[src/rtl/axi_pkg.sv]
// Shared AXI4 constants and refill-FSM types for the I-cache refill master.
package axi_pkg;

    localparam logic [1:0] AXI_BURST_INCR = 2'b01;
    localparam logic [2:0] AXI_SIZE_4B    = 3'b010;
    localparam logic [1:0] AXI_RESP_OKAY  = 2'b00;
    localparam logic [3:0] LINE_LEN       = 4'd3;

    typedef enum logic [1:0] {
        IDLE  = 2'd0,
        AR    = 2'd1,
        RDATA = 2'd2,
        RESP  = 2'd3
    } refill_state_e;

    // A beat is bad when the slave reports a non-OKAY response or when RLAST
    // disagrees with the beat position (early, or missing on the final beat).
    function automatic logic beat_err(input logic [1:0] rresp,
                                      input logic       rlast,
                                      input logic [1:0] beat_cnt);
        logic is_last_s;
        is_last_s = (beat_cnt == LINE_LEN[1:0]);
        return (rresp != AXI_RESP_OKAY) || (rlast != is_last_s);
    endfunction

endpackage

[src/rtl/icache_refill_axi_master.sv]
// I-cache line refill master: one 4-beat INCR AXI4 read burst per request,
// beats assembled into a 128-bit line returned with an error flag.
// Optional build macro ICACHE_REFILL_PERF_EN adds refill / stall counters.
module icache_refill_axi_master
    import axi_pkg::*;
#(
    parameter int WIDTH_AD   = 32,
    parameter int WIDTH_DA   = 32,
    parameter int LINE_BEATS = 4
) (
    input  logic                         M_AXI_ACLK,
    input  logic                         M_AXI_ARESET,
    input  logic                         req_valid,
    output logic                         req_ready,
    input  logic [WIDTH_AD-1:0]          req_addr,
    output logic                         resp_valid,
    input  logic                         resp_ready,
    output logic [WIDTH_DA*LINE_BEATS-1:0] resp_line,
    output logic                         resp_err,
    output logic [WIDTH_AD-1:0]          M_AXI_ARADDR,
    output logic [3:0]                   M_AXI_ARLEN,
    output logic [2:0]                   M_AXI_ARSIZE,
    output logic [1:0]                   M_AXI_ARBURST,
    output logic                         M_AXI_ARVALID,
    input  logic                         M_AXI_ARREADY,
    input  logic [WIDTH_DA-1:0]          M_AXI_RDATA,
    input  logic [1:0]                   M_AXI_RRESP,
    input  logic                         M_AXI_RLAST,
    input  logic                         M_AXI_RVALID,
    output logic                         M_AXI_RREADY
`ifdef ICACHE_REFILL_PERF_EN
    ,
    output logic [31:0]                  perf_refills,
    output logic [31:0]                  perf_stall_cycles
`endif
);

    localparam int LINE_W = WIDTH_DA * LINE_BEATS;

    // Line-aligned address mask: the low 16 bytes select within the line.
    localparam logic [WIDTH_AD-1:0] LINE_MASK = {{(WIDTH_AD-4){1'b1}}, 4'b0000};

    refill_state_e         state_r, state_nxt_s;
    logic [1:0]            beat_cnt_r, beat_cnt_nxt_s;
    logic [WIDTH_AD-1:0]   araddr_r, araddr_nxt_s;
    logic                  arvalid_r, arvalid_nxt_s;
    logic                  rready_r, rready_nxt_s;
    logic                  req_ready_r, req_ready_nxt_s;
    logic                  resp_valid_r, resp_valid_nxt_s;
    logic                  resp_err_r, resp_err_nxt_s;
    logic [LINE_W-1:0]     resp_line_r, resp_line_nxt_s;

    // Next-state and next-output computation; every output is a register fed from here.
    always_comb begin
        state_nxt_s      = state_r;
        beat_cnt_nxt_s   = beat_cnt_r;
        araddr_nxt_s     = araddr_r;
        arvalid_nxt_s    = arvalid_r;
        rready_nxt_s     = rready_r;
        req_ready_nxt_s  = req_ready_r;
        resp_valid_nxt_s = resp_valid_r;
        resp_err_nxt_s   = resp_err_r;
        resp_line_nxt_s  = resp_line_r;
        case (state_r)
            IDLE: begin
                if (req_valid) begin
                    state_nxt_s     = AR;
                    araddr_nxt_s    = req_addr & LINE_MASK;
                    resp_err_nxt_s  = 1'b0;
                    arvalid_nxt_s   = 1'b1;
                    req_ready_nxt_s = 1'b0;
                end else begin
                    req_ready_nxt_s = 1'b1;
                end
            end
            AR: begin
                if (M_AXI_ARREADY) begin
                    state_nxt_s   = RDATA;
                    arvalid_nxt_s = 1'b0;
                    rready_nxt_s  = 1'b1;
                end else begin
                    arvalid_nxt_s = 1'b1;
                end
            end
            RDATA: begin
                if (M_AXI_RVALID && rready_r) begin
                    resp_line_nxt_s[{beat_cnt_r, 5'b00000} +: WIDTH_DA] = M_AXI_RDATA;
                    beat_cnt_nxt_s = beat_cnt_r + 2'd1;
                    if (beat_err(M_AXI_RRESP, M_AXI_RLAST, beat_cnt_r)) begin
                        resp_err_nxt_s = 1'b1;
                    end else begin
                        resp_err_nxt_s = resp_err_r;
                    end
                    // The line always ends after four beats, whatever RLAST says.
                    if (beat_cnt_r == LINE_LEN[1:0]) begin
                        state_nxt_s      = RESP;
                        rready_nxt_s     = 1'b0;
                        resp_valid_nxt_s = 1'b1;
                    end else begin
                        rready_nxt_s = 1'b1;
                    end
                end else begin
                    rready_nxt_s = 1'b1;
                end
            end
            RESP: begin
                if (resp_valid_r && resp_ready) begin
                    state_nxt_s      = IDLE;
                    resp_valid_nxt_s = 1'b0;
                    req_ready_nxt_s  = 1'b1;
                end else begin
                    resp_valid_nxt_s = 1'b1;
                end
            end
            default: begin
                state_nxt_s      = IDLE;
                beat_cnt_nxt_s   = 2'd0;
                arvalid_nxt_s    = 1'b0;
                rready_nxt_s     = 1'b0;
                resp_valid_nxt_s = 1'b0;
                req_ready_nxt_s  = 1'b1;
            end
        endcase
    end

    // State and output registers with synchronous reset; outstanding beats are abandoned on reset.
    always_ff @(posedge M_AXI_ACLK) begin
        if (M_AXI_ARESET) begin
            state_r      <= IDLE;
            beat_cnt_r   <= 2'd0;
            araddr_r     <= '0;
            arvalid_r    <= 1'b0;
            rready_r     <= 1'b0;
            req_ready_r  <= 1'b1;
            resp_valid_r <= 1'b0;
            resp_err_r   <= 1'b0;
            resp_line_r  <= '0;
        end else begin
            state_r      <= state_nxt_s;
            beat_cnt_r   <= beat_cnt_nxt_s;
            araddr_r     <= araddr_nxt_s;
            arvalid_r    <= arvalid_nxt_s;
            rready_r     <= rready_nxt_s;
            req_ready_r  <= req_ready_nxt_s;
            resp_valid_r <= resp_valid_nxt_s;
            resp_err_r   <= resp_err_nxt_s;
            resp_line_r  <= resp_line_nxt_s;
        end
    end

    assign req_ready     = req_ready_r;
    assign resp_valid    = resp_valid_r;
    assign resp_line     = resp_line_r;
    assign resp_err      = resp_err_r;
    assign M_AXI_ARADDR  = araddr_r;
    assign M_AXI_ARLEN   = LINE_LEN;
    assign M_AXI_ARSIZE  = AXI_SIZE_4B;
    assign M_AXI_ARBURST = AXI_BURST_INCR;
    assign M_AXI_ARVALID = arvalid_r;
    assign M_AXI_RREADY  = rready_r;

`ifdef ICACHE_REFILL_PERF_EN
    logic [31:0] perf_refills_r;
    logic [31:0] perf_stall_cycles_r;

    // Count delivered lines and cycles spent waiting on the slave (AR or R channel).
    always_ff @(posedge M_AXI_ACLK) begin
        if (M_AXI_ARESET) begin
            perf_refills_r      <= 32'd0;
            perf_stall_cycles_r <= 32'd0;
        end else begin
            if (resp_valid_r && resp_ready) begin
                perf_refills_r <= perf_refills_r + 32'd1;
            end else begin
                perf_refills_r <= perf_refills_r;
            end
            if (((state_r == AR) && !M_AXI_ARREADY) ||
                ((state_r == RDATA) && !M_AXI_RVALID)) begin
                perf_stall_cycles_r <= perf_stall_cycles_r + 32'd1;
            end else begin
                perf_stall_cycles_r <= perf_stall_cycles_r;
            end
        end
    end

    assign perf_refills      = perf_refills_r;
    assign perf_stall_cycles = perf_stall_cycles_r;
`endif

endmodule

[config.mk]
export PLATFORM = sky130hd
export DESIGN_NAME = icache_refill_axi_master
export DESIGN_NICKNAME = d
export VERILOG_FILES = /design/src/rtl/axi_pkg.sv /design/src/rtl/icache_refill_axi_master.sv
export SDC_FILE = /design/constraint.sdc
export NUM_CORES = 1
export LEC_CHECK = 0
export CAP_MARGIN = 20
export CORE_UTILIZATION = 44
export CTS_CLUSTER_DIAMETER = 120
export DETAILED_ROUTE_END_ITERATION = 12
export GPL_ROUTABILITY_DRIVEN = 0
export PLACE_DENSITY = 0.79
export SETUP_SLACK_MARGIN = 0.3
export SLEW_MARGIN = 20
export SYNTH_ARGS = -nofsm -noshare
export SYNTH_HDL_FRONTEND = slang
export SYNTH_SLANG_ARGS = --single-unit
[constraint.sdc]
create_clock -name M_AXI_ACLK -period 2.9 [get_ports M_AXI_ACLK]
set_clock_uncertainty 0.15 [all_clocks]
set_input_delay 0.29 -clock M_AXI_ACLK [delete_from_list [all_inputs] [get_ports M_AXI_ACLK]]
set_output_delay 0.29 -clock M_AXI_ACLK [all_outputs]
set_load 0.1 [all_outputs]
==> metrics.cfg, run 1 <==
[clocking]
clk_latency_ns = 0.42
clockBufferDepth = 2
worst_setup_hold_path_clk_slew_ns = 0.06
cts_max_level = 4
post_cts.resized_instances = 0
tritoncts_num_sinks = 165
tritoncts_clock_tree = yes
cts_inserted_buffers = 17
post-cts-setup-buffer-count = 0
hold_buffers = 0
cts.root.buffer_cell = sky130_fd_sc_hd__clkbuf_16

[timing]
relSlewSlack_pct = 54.3
finalSetupTns_ns = 0
worstMarginPinSlew_ns = 0.685
unrepaired_setup_endpoints_after_global_routing = no
period_minus_slack_ns = 2.35
fin_crit_sh_pct = 81.1
clock.fmax_mhz = 425
setup_viol = 0
final_max_slew_viol_count = 0
finalHoldViolCount = 0

[global_route]
number_of_global_route_vias_before_repair = 5933
globalRouteMet1Util_pct = 30.9
grtUsageMet2_pct = 44.3
grt_busiest_layer = met2
grt_antenna_before_repair = 0
gr-total-overflow = 0
grt_first_pass_wirelength_um = 30300
grt_use_met3_pct = 7.30
global_route.usage.total_pct = 26.1
grt_max_degree = 64

[synthesis]
ys_async_sr_fraction_pct = 0
post_synth_edffs = 0
synth.cell_area_mm2 = 0.00643
synthesis.area_per_instance_um2 = 8.21
synth_sequential_area_ratio_pct = 51.4
synth-main-ff-cell = sky130_fd_sc_hd__dfxtp_1
synth_cell_types = 41
post_synthesis_instance_total = 783
synth.yosys.warnings = 0
ys_seq_elements = 165

[final_layout]
antenna_cells = 0
fraction_of_layout_cells_with_a_size_suffix_above_1_pct = 23.2
areaGrowthSynthToFinish_pct = 39.4
final_net_count = 1074
filler_cell_count = 1208
core_util_final_pct = 63.8

[pwr]
p_int_mw = 4.06
power_switching_share_pct = 35.1
power.ir.vdd_worst_mv = 0.378
power.share.clock_pct = 33.7
p_comb_share_pct = 27.0
switchingPower_mw = 2.20
power.sequential.fraction_pct = 39.4
p_leak_nw = 3.48
power_density_mw_per_mm2 = 699
totalPowerFinal_mw = 6.26

[detailed_routing]
drt-total-wl_um = 19700
first_iter_violations = 366
detail_route.wl_per_cell_um = 16.7
viasPerCell = 5.25
first_pass_iters = 5
drtAntennaViolNets = 0
num_vias = 6193
drt_drc_violations_left = 0

[die]
die_area_mm2 = 0.0151
die_h_um = 123
cell_rows = 43
floorplan.initialDensity_pct = 45.8
core-area_mm2 = 0.0140
floorplan.die.width_um = 123
io-pin-count = 247

[min_path]
timing.hold.worst.class = in -> reg
hold_depth = 2

[placed_design]
dp.final_hpwl_um = 13300
buffer_ports.inserted = 229

[critical_path]
critical_path_class = reg -> reg
r2r_cells = 6
cp_max_fo = 22
timing.critical_path.to_type = flip-flop
worst_ep_required_time_ns = 3.10
critical_path.startpoint_type = flip-flop
cp.arrival_ns = 2.55

[status]
status = finished clean

[job]
max_cap_viol_count = 0

[cell usage in the layout, fill, tap and decap left out, types with 2 or more instances in the layout]
cell type and n:
sky130_fd_sc_hd__and4_1 4, sky130_fd_sc_hd__nor2b_1 2, sky130_fd_sc_hd__nor2_1 7, sky130_fd_sc_hd__nand2b_1 3, sky130_fd_sc_hd__mux2i_1 2, sky130_fd_sc_hd__clkbuf_16 17
sky130_fd_sc_hd__nand4_1 4, sky130_fd_sc_hd__inv_1 5, sky130_fd_sc_hd__nand2_1 185, sky130_fd_sc_hd__dfxtp_1 165, sky130_fd_sc_hd__clkbuf_8 4, sky130_fd_sc_hd__o21bai_1 2
sky130_fd_sc_hd__clkbuf_1 4, sky130_fd_sc_hd__clkdlybuf4s50_1 67, sky130_fd_sc_hd__and4bb_1 2, sky130_fd_sc_hd__conb_1 13, sky130_fd_sc_hd__ha_1 11, sky130_fd_sc_hd__nor4b_4 2
sky130_fd_sc_hd__buf_12 2, sky130_fd_sc_hd__buf_4 188, sky130_fd_sc_hd__a221oi_1 2, sky130_fd_sc_hd__nand3_1 129, sky130_fd_sc_hd__a21oi_2 10, sky130_fd_sc_hd__a21oi_1 148
sky130_fd_sc_hd__o21ai_0 2
[sequential cells by signal, summed over array words and instances (netlist names)]
| register | count |
|---|---|
| M_AXI_ARADDR | 28 |
| M_AXI_ARVALID | 1 |
| M_AXI_RREADY | 1 |
| beat_cnt_r | 2 |
| req_ready | 1 |
| resp_err | 1 |
| resp_line | 128 |
| resp_valid | 1 |
| state_r | 2 |
[cells in the mapped netlist, types with 2 or more instances]
master	instances	area, um^2
sky130_fd_sc_hd__a21oi_1	148	741
sky130_fd_sc_hd__a21oi_2	10	87.6
sky130_fd_sc_hd__a221oi_1	2	17.5
sky130_fd_sc_hd__and4_1	4	35.0
sky130_fd_sc_hd__and4bb_1	2	25.0
sky130_fd_sc_hd__buf_1	2	7.51
sky130_fd_sc_hd__buf_2	26	130
sky130_fd_sc_hd__buf_4	13	97.6
sky130_fd_sc_hd__buf_6	2	22.5
sky130_fd_sc_hd__clkbuf_1	36	135
sky130_fd_sc_hd__conb_1	2	7.51
sky130_fd_sc_hd__dfxtp_1	165	3300
sky130_fd_sc_hd__ha_1	11	138
sky130_fd_sc_hd__inv_1	5	18.8
sky130_fd_sc_hd__mux2i_1	2	20.0
sky130_fd_sc_hd__nand2_1	185	694
sky130_fd_sc_hd__nand2b_1	3	18.8
sky130_fd_sc_hd__nand3_1	129	646
sky130_fd_sc_hd__nand4_1	4	25.0
sky130_fd_sc_hd__nor2_1	7	26.3
sky130_fd_sc_hd__nor2b_1	2	12.5
sky130_fd_sc_hd__nor4b_4	2	47.6
sky130_fd_sc_hd__o21ai_0	2	10.0
sky130_fd_sc_hd__o21bai_1	2	15.0
[stage by stage]
stage	hold slack, ns	worst slack [ns]	instance area [um^2]	std cells
finish	0.259	0.548	8960	1179
global route	0.259	0.347	8960	1179
CTS	0.241	0.567	8960	1179
detailed placement	0.293	0.585	8420	1151
global placement	0.288	0.642	8420	1151
floorplan	0.256	0.605	6470	794
[critical path: stages, from the launching register on]
cell and delay [ns]:
sky130_fd_sc_hd__dfxtp_1 0.59, sky130_fd_sc_hd__inv_1 0.15, sky130_fd_sc_hd__ha_1 0.47, sky130_fd_sc_hd__nor4b_4 0.28, sky130_fd_sc_hd__buf_4 0.34, sky130_fd_sc_hd__nand3_1 0.13, sky130_fd_sc_hd__a21oi_1 0.16
[power by group through the flow]
stage	Combinational (mW)	Clock [mW]	Sequential (mW)
2_1_floorplan	0.555	0	3.23
3_3_place_gp	1.67	0	2.51
3_5_place_dp	1.69	0	2.52
4_1_cts	1.69	2.14	2.47
5_1_grt	1.78	2.23	2.48
6_report	1.69	2.11	2.47
[cells by family after synthesis]
family                   Yosys count  share of synthesized area, %
AND/OR/NAND/NOR                  345                          24.7
AO/OA/AOI/OAI                    170                          14.4
flip-flops                       165                          51.4
buffers and inverters             85                          6.48
adder cells (fa/ha/maj)           11                          2.14
multiplexers                       3                         0.487
other                              2                         0.117
XOR/XNOR                           2                         0.273
[per-layer routing]
metal,up-vias,part of all wire [%]
met1,2888,42
met5,-,0
met4,0,1.8
met3,28,7.5
met2,241,49
li1,3036,-
[area by class of cell]
type / count / area, um^2 / area share [%]
clock inverter: 3 / 46.3 / 0.517
sequential: 165 / 3300 / 36.9
multi-input combinational: 544 / 2750 / 30.7
timing repair buffer: 257 / 2120 / 23.7
clock buffer: 25 / 495 / 5.53
tap: 180 / 225 / 2.51
inverter: 5 / 18.8 / 0.209
[worst paths after layout]
| check | start | to | slack (ns) |
|---|---|---|---|
| worst max-delay path | beat_cnt_r[0] | resp_line[93] | 0.55 |
| worst min-delay path | M_AXI_ARESET | M_AXI_RREADY | 0.26 |
| worst max register to register | beat_cnt_r[0] | resp_line[93] | 0.55 |
| worst min register to register | resp_line[61] | resp_line[61] | 0.30 |
No activity file was read; power rests on OpenSTA's default activity.
==> inputs of run 2 (changes only) <==
--- a/config.mk
+++ b/config.mk
@@ -6,11 +6,11 @@
 export NUM_CORES = 1
 export LEC_CHECK = 0
 export CAP_MARGIN = 20
-export CORE_UTILIZATION = 44
+export CORE_UTILIZATION = 40
 export CTS_CLUSTER_DIAMETER = 120
 export DETAILED_ROUTE_END_ITERATION = 12
 export GPL_ROUTABILITY_DRIVEN = 0
-export PLACE_DENSITY = 0.79
+export PLACE_DENSITY = 0.76
 export SETUP_SLACK_MARGIN = 0.3
 export SLEW_MARGIN = 20
 export SYNTH_ARGS = -nofsm -noshare
==> constraint.sdc (replaced) <==
create_clock -name M_AXI_ACLK -period 2 [get_ports M_AXI_ACLK]
set_clock_uncertainty 0.15 [all_clocks]
set_input_delay 0.2 -clock M_AXI_ACLK [delete_from_list [all_inputs] [get_ports M_AXI_ACLK]]
set_output_delay 0.2 -clock M_AXI_ACLK [all_outputs]
set_load 0.1 [all_outputs]
==> run 2 against run 1 <==
Net effect: clock power grew 59%; critical path depth grew 1; via count grew 8.0%; routed wire length grew 16%; die area grew 9.8%; sequential share of layout area shrank 4.4 points; critical endpoint is now resp_line[59]; largest cell class unchanged.
==> metrics.cfg, run 2 (synthesis gave the netlist of run 1 again) <==
[final_layout]
filler_cell_count = 1278  ; +5.8%
areaGrowthSynthToFinish_pct = 59.2
multiInputGateArea_mm2 = 0.00328  ; +19%
fraction_of_layout_cells_with_a_size_suffix_above_1_pct = 36.9  ; +14 points
largest_reg_flops = 128  ; unchanged
final_cell_area_mm2 = 0.0102  ; +14%
final_cell_count_no_fill = 1245  ; +5.6%
layout.area.seq_mm2 = 0.00332  ; +0.53%
final_net_count = 1105  ; +2.9%
antenna_cells = 0  ; unchanged
core_util_final_pct = 66.3  ; +2.5 points
top_library_cells_by_usage_in_the_layout_fill_and_taps_aside = 185 x sky130_fd_sc_hd__nand2_1, 183 x sky130_fd_sc_hd__buf_4, 159 x sky130_fd_sc_hd__dfxtp_1
mostFrequentLayoutCell = sky130_fd_sc_hd__nand2_1

[die]
core-area_mm2 = 0.0154  ; +9.9%
floorplan.die.width_um = 129  ; +4.8%
die_area_mm2 = 0.0166  ; +9.8%
io-pin-count = 247  ; unchanged
cell_rows = 45  ; +4.7%
floorplan.initialDensity_pct = 41.7  ; -4.1 points
die_h_um = 129  ; +4.8%

[clocking]
clockBufferDepth = 2  ; unchanged
worst_setup_hold_path_clk_slew_ns = 0.07  ; about the same
cts_max_level = 4  ; unchanged
cts.root.buffer_cell = sky130_fd_sc_hd__clkbuf_16
tritoncts_clock_tree = yes
hold_buffers = 0  ; unchanged
cts_inserted_buffers = 17  ; unchanged
clk_latency_ns = 0.43  ; about the same
tritoncts_num_sinks = 165  ; unchanged

[timing]
clock.fmax_mhz = 539  ; +27%
final_max_slew_viol_count = 0  ; unchanged
unrepaired_setup_endpoints_after_global_routing = yes
period_minus_slack_ns = 1.85  ; -0.498 ns
finalSetupTns_ns = 0  ; unchanged
setup_slack_ns = 0.145  ; -0.402 ns
fin_crit_sh_pct = 92.7  ; +12 points
setup_viol = 0  ; unchanged
finalHoldViolCount = 0  ; unchanged

[placed_design]
buffer_ports.inserted = 229  ; unchanged
dp_worst_setup_slack_ns = 0.130  ; -0.455 ns
dp.final_hpwl_um = 13800  ; +3.9%
dpl_cell_area_mm2 = 0.00866  ; +2.9%
placedCellCount = 1184  ; +2.9%

[critical_path]
critical_path.startpoint_type = flip-flop
timing.critical_path.to_type = flip-flop
cp.arrival_ns = 2.05  ; -0.50 ns
cp_max_fo = 16  ; -27%
worst_ep_required_time_ns = 2.20  ; -0.90 ns
critical_path_class = reg -> reg

[global_route]
number_of_global_route_vias_before_repair = 6028  ; +1.6%
globalRouteMet1Util_pct = 31.3  ; +0.39 points
grt_first_pass_wirelength_um = 32900  ; +8.3%
grt_use_met3_pct = 10.3  ; +3.0 points
global_route.usage.total_pct = 26.0  ; -0.098 points
gr-total-overflow = 0  ; unchanged
grtUsageMet2_pct = 42.6  ; -1.7 points
grt_antenna_before_repair = 0  ; unchanged
grt_max_degree = 62  ; -3.1%
grt_busiest_layer = met2

[detailed_routing]
drtAntennaViolNets = 0  ; unchanged
drt_drc_violations_left = 0  ; unchanged
num_vias = 6686  ; +8.0%
viasPerCell = 5.37  ; +2.2%
detail_route.wl_per_cell_um = 18.4  ; +9.8%
first_iter_violations = 339  ; -7.4%
drt-total-wl_um = 22900  ; +16%
first_pass_iters = 5  ; unchanged

[status]
status = finished clean

[pwr]
p_leak_nw = 3.81  ; +9.5%
power_density_mw_per_mm2 = 944  ; +35%
power.ir.vdd_worst_mv = 0.690  ; +82%

[job]
max_cap_viol_count = 0  ; unchanged

[min_path]
timing.hold.worst.class = in -> reg

run 2: cell types whose count changed in the layout (fill, tap and decap cells not counted), moves of 4 or more:
| cell | change |
|---|---|
| sky130_fd_sc_hd__nand3_1 | -53 |
| sky130_fd_sc_hd__nand3_2 | +46 |
| sky130_fd_sc_hd__a21oi_1 | -38 |
| sky130_fd_sc_hd__a21oi_2 | +38 |
| sky130_fd_sc_hd__buf_12 | +15 |
| sky130_fd_sc_hd__buf_6 | +11 |
| sky130_fd_sc_hd__nand3_4 | +7 |
| sky130_fd_sc_hd__clkbuf_16 | +6 |
| sky130_fd_sc_hd__dfxtp_1 | -6 |
| sky130_fd_sc_hd__ha_1 | -6 |
| sky130_fd_sc_hd__buf_4 | -5 |
| sky130_fd_sc_hd__clkbuf_1 | -4 |
| sky130_fd_sc_hd__dfxtp_4 | +4 |
| sky130_fd_sc_hd__inv_6 | +4 |
run 2: cell type report:
class                      instances  share of cell area (%)
timing repair buffer             288                    26.9
inverter                           5                   0.232
tap                              211                    2.58
clock buffer                      19                    4.43
clock inverter                    13                    1.41
sequential                       165                    32.5
multi-input combinational        544                    32.0
run 2: path summary, 6_finish.rpt:
check / slack [ns] / to / from / cells past startpoint
hold reg to reg: 0.30 / M_AXI_ARADDR[5] / M_AXI_ARADDR[5] / 2
setup reg to reg: 0.15 / resp_line[59] / beat_cnt_r[0] / 7
setup / recovery: 0.15 / resp_line[59] / beat_cnt_r[0] / 7
hold / removal: 0.05 / M_AXI_RREADY / M_AXI_ARESET / 2
run 2: repair_timing:
| action | CTS | global route |
|---|---|---|
| pin swaps | 40 | 47 |
| setup endpoints to repair | 134 | 154 |
| gates resized for setup | 41 | 93 |
| buffers inserted | 12 | 7 |
| cloned | 4 | 6 |
run 2: per-stage QoR:
stage	hold slack [ns]	power, mW
floorplan	0.166	5.52
global placement	0.289	6.10
detailed placement	0.295	6.13
CTS	0.0320	9.55
global route	0.0723	9.99
finish	0.0495	9.65
run 2: critical path, stage by stage, from the launching register on:
cell                      delay, ns
sky130_fd_sc_hd__dfxtp_4       0.37
sky130_fd_sc_hd__buf_4         0.18
sky130_fd_sc_hd__buf_4         0.14
sky130_fd_sc_hd__ha_1          0.16
sky130_fd_sc_hd__and4_4        0.28
sky130_fd_sc_hd__buf_12        0.17
sky130_fd_sc_hd__nand3_1       0.10
sky130_fd_sc_hd__a21oi_1       0.22
run 2: report_power, final:
| part | switching, mW | total [mW] | leakage, nW | internal [mW] |
|---|---|---|---|---|
| registers | 0.130 | 3.60 | 1.34 | 3.47 |
| logic | 1.94 | 2.71 | 2.18 | 0.771 |
| clock network | 1.42 | 3.35 | 0.288 | 1.92 |
run 2: per-layer routing:
| metal | part of all wire [%] | up-vias |
|---|---|---|
| met5 | 0 | - |
| met4 | 2.2 | 0 |
| met3 | 9.6 | 47 |
| met2 | 48 | 327 |
| met1 | 40 | 3201 |
| li1 | - | 3111 |
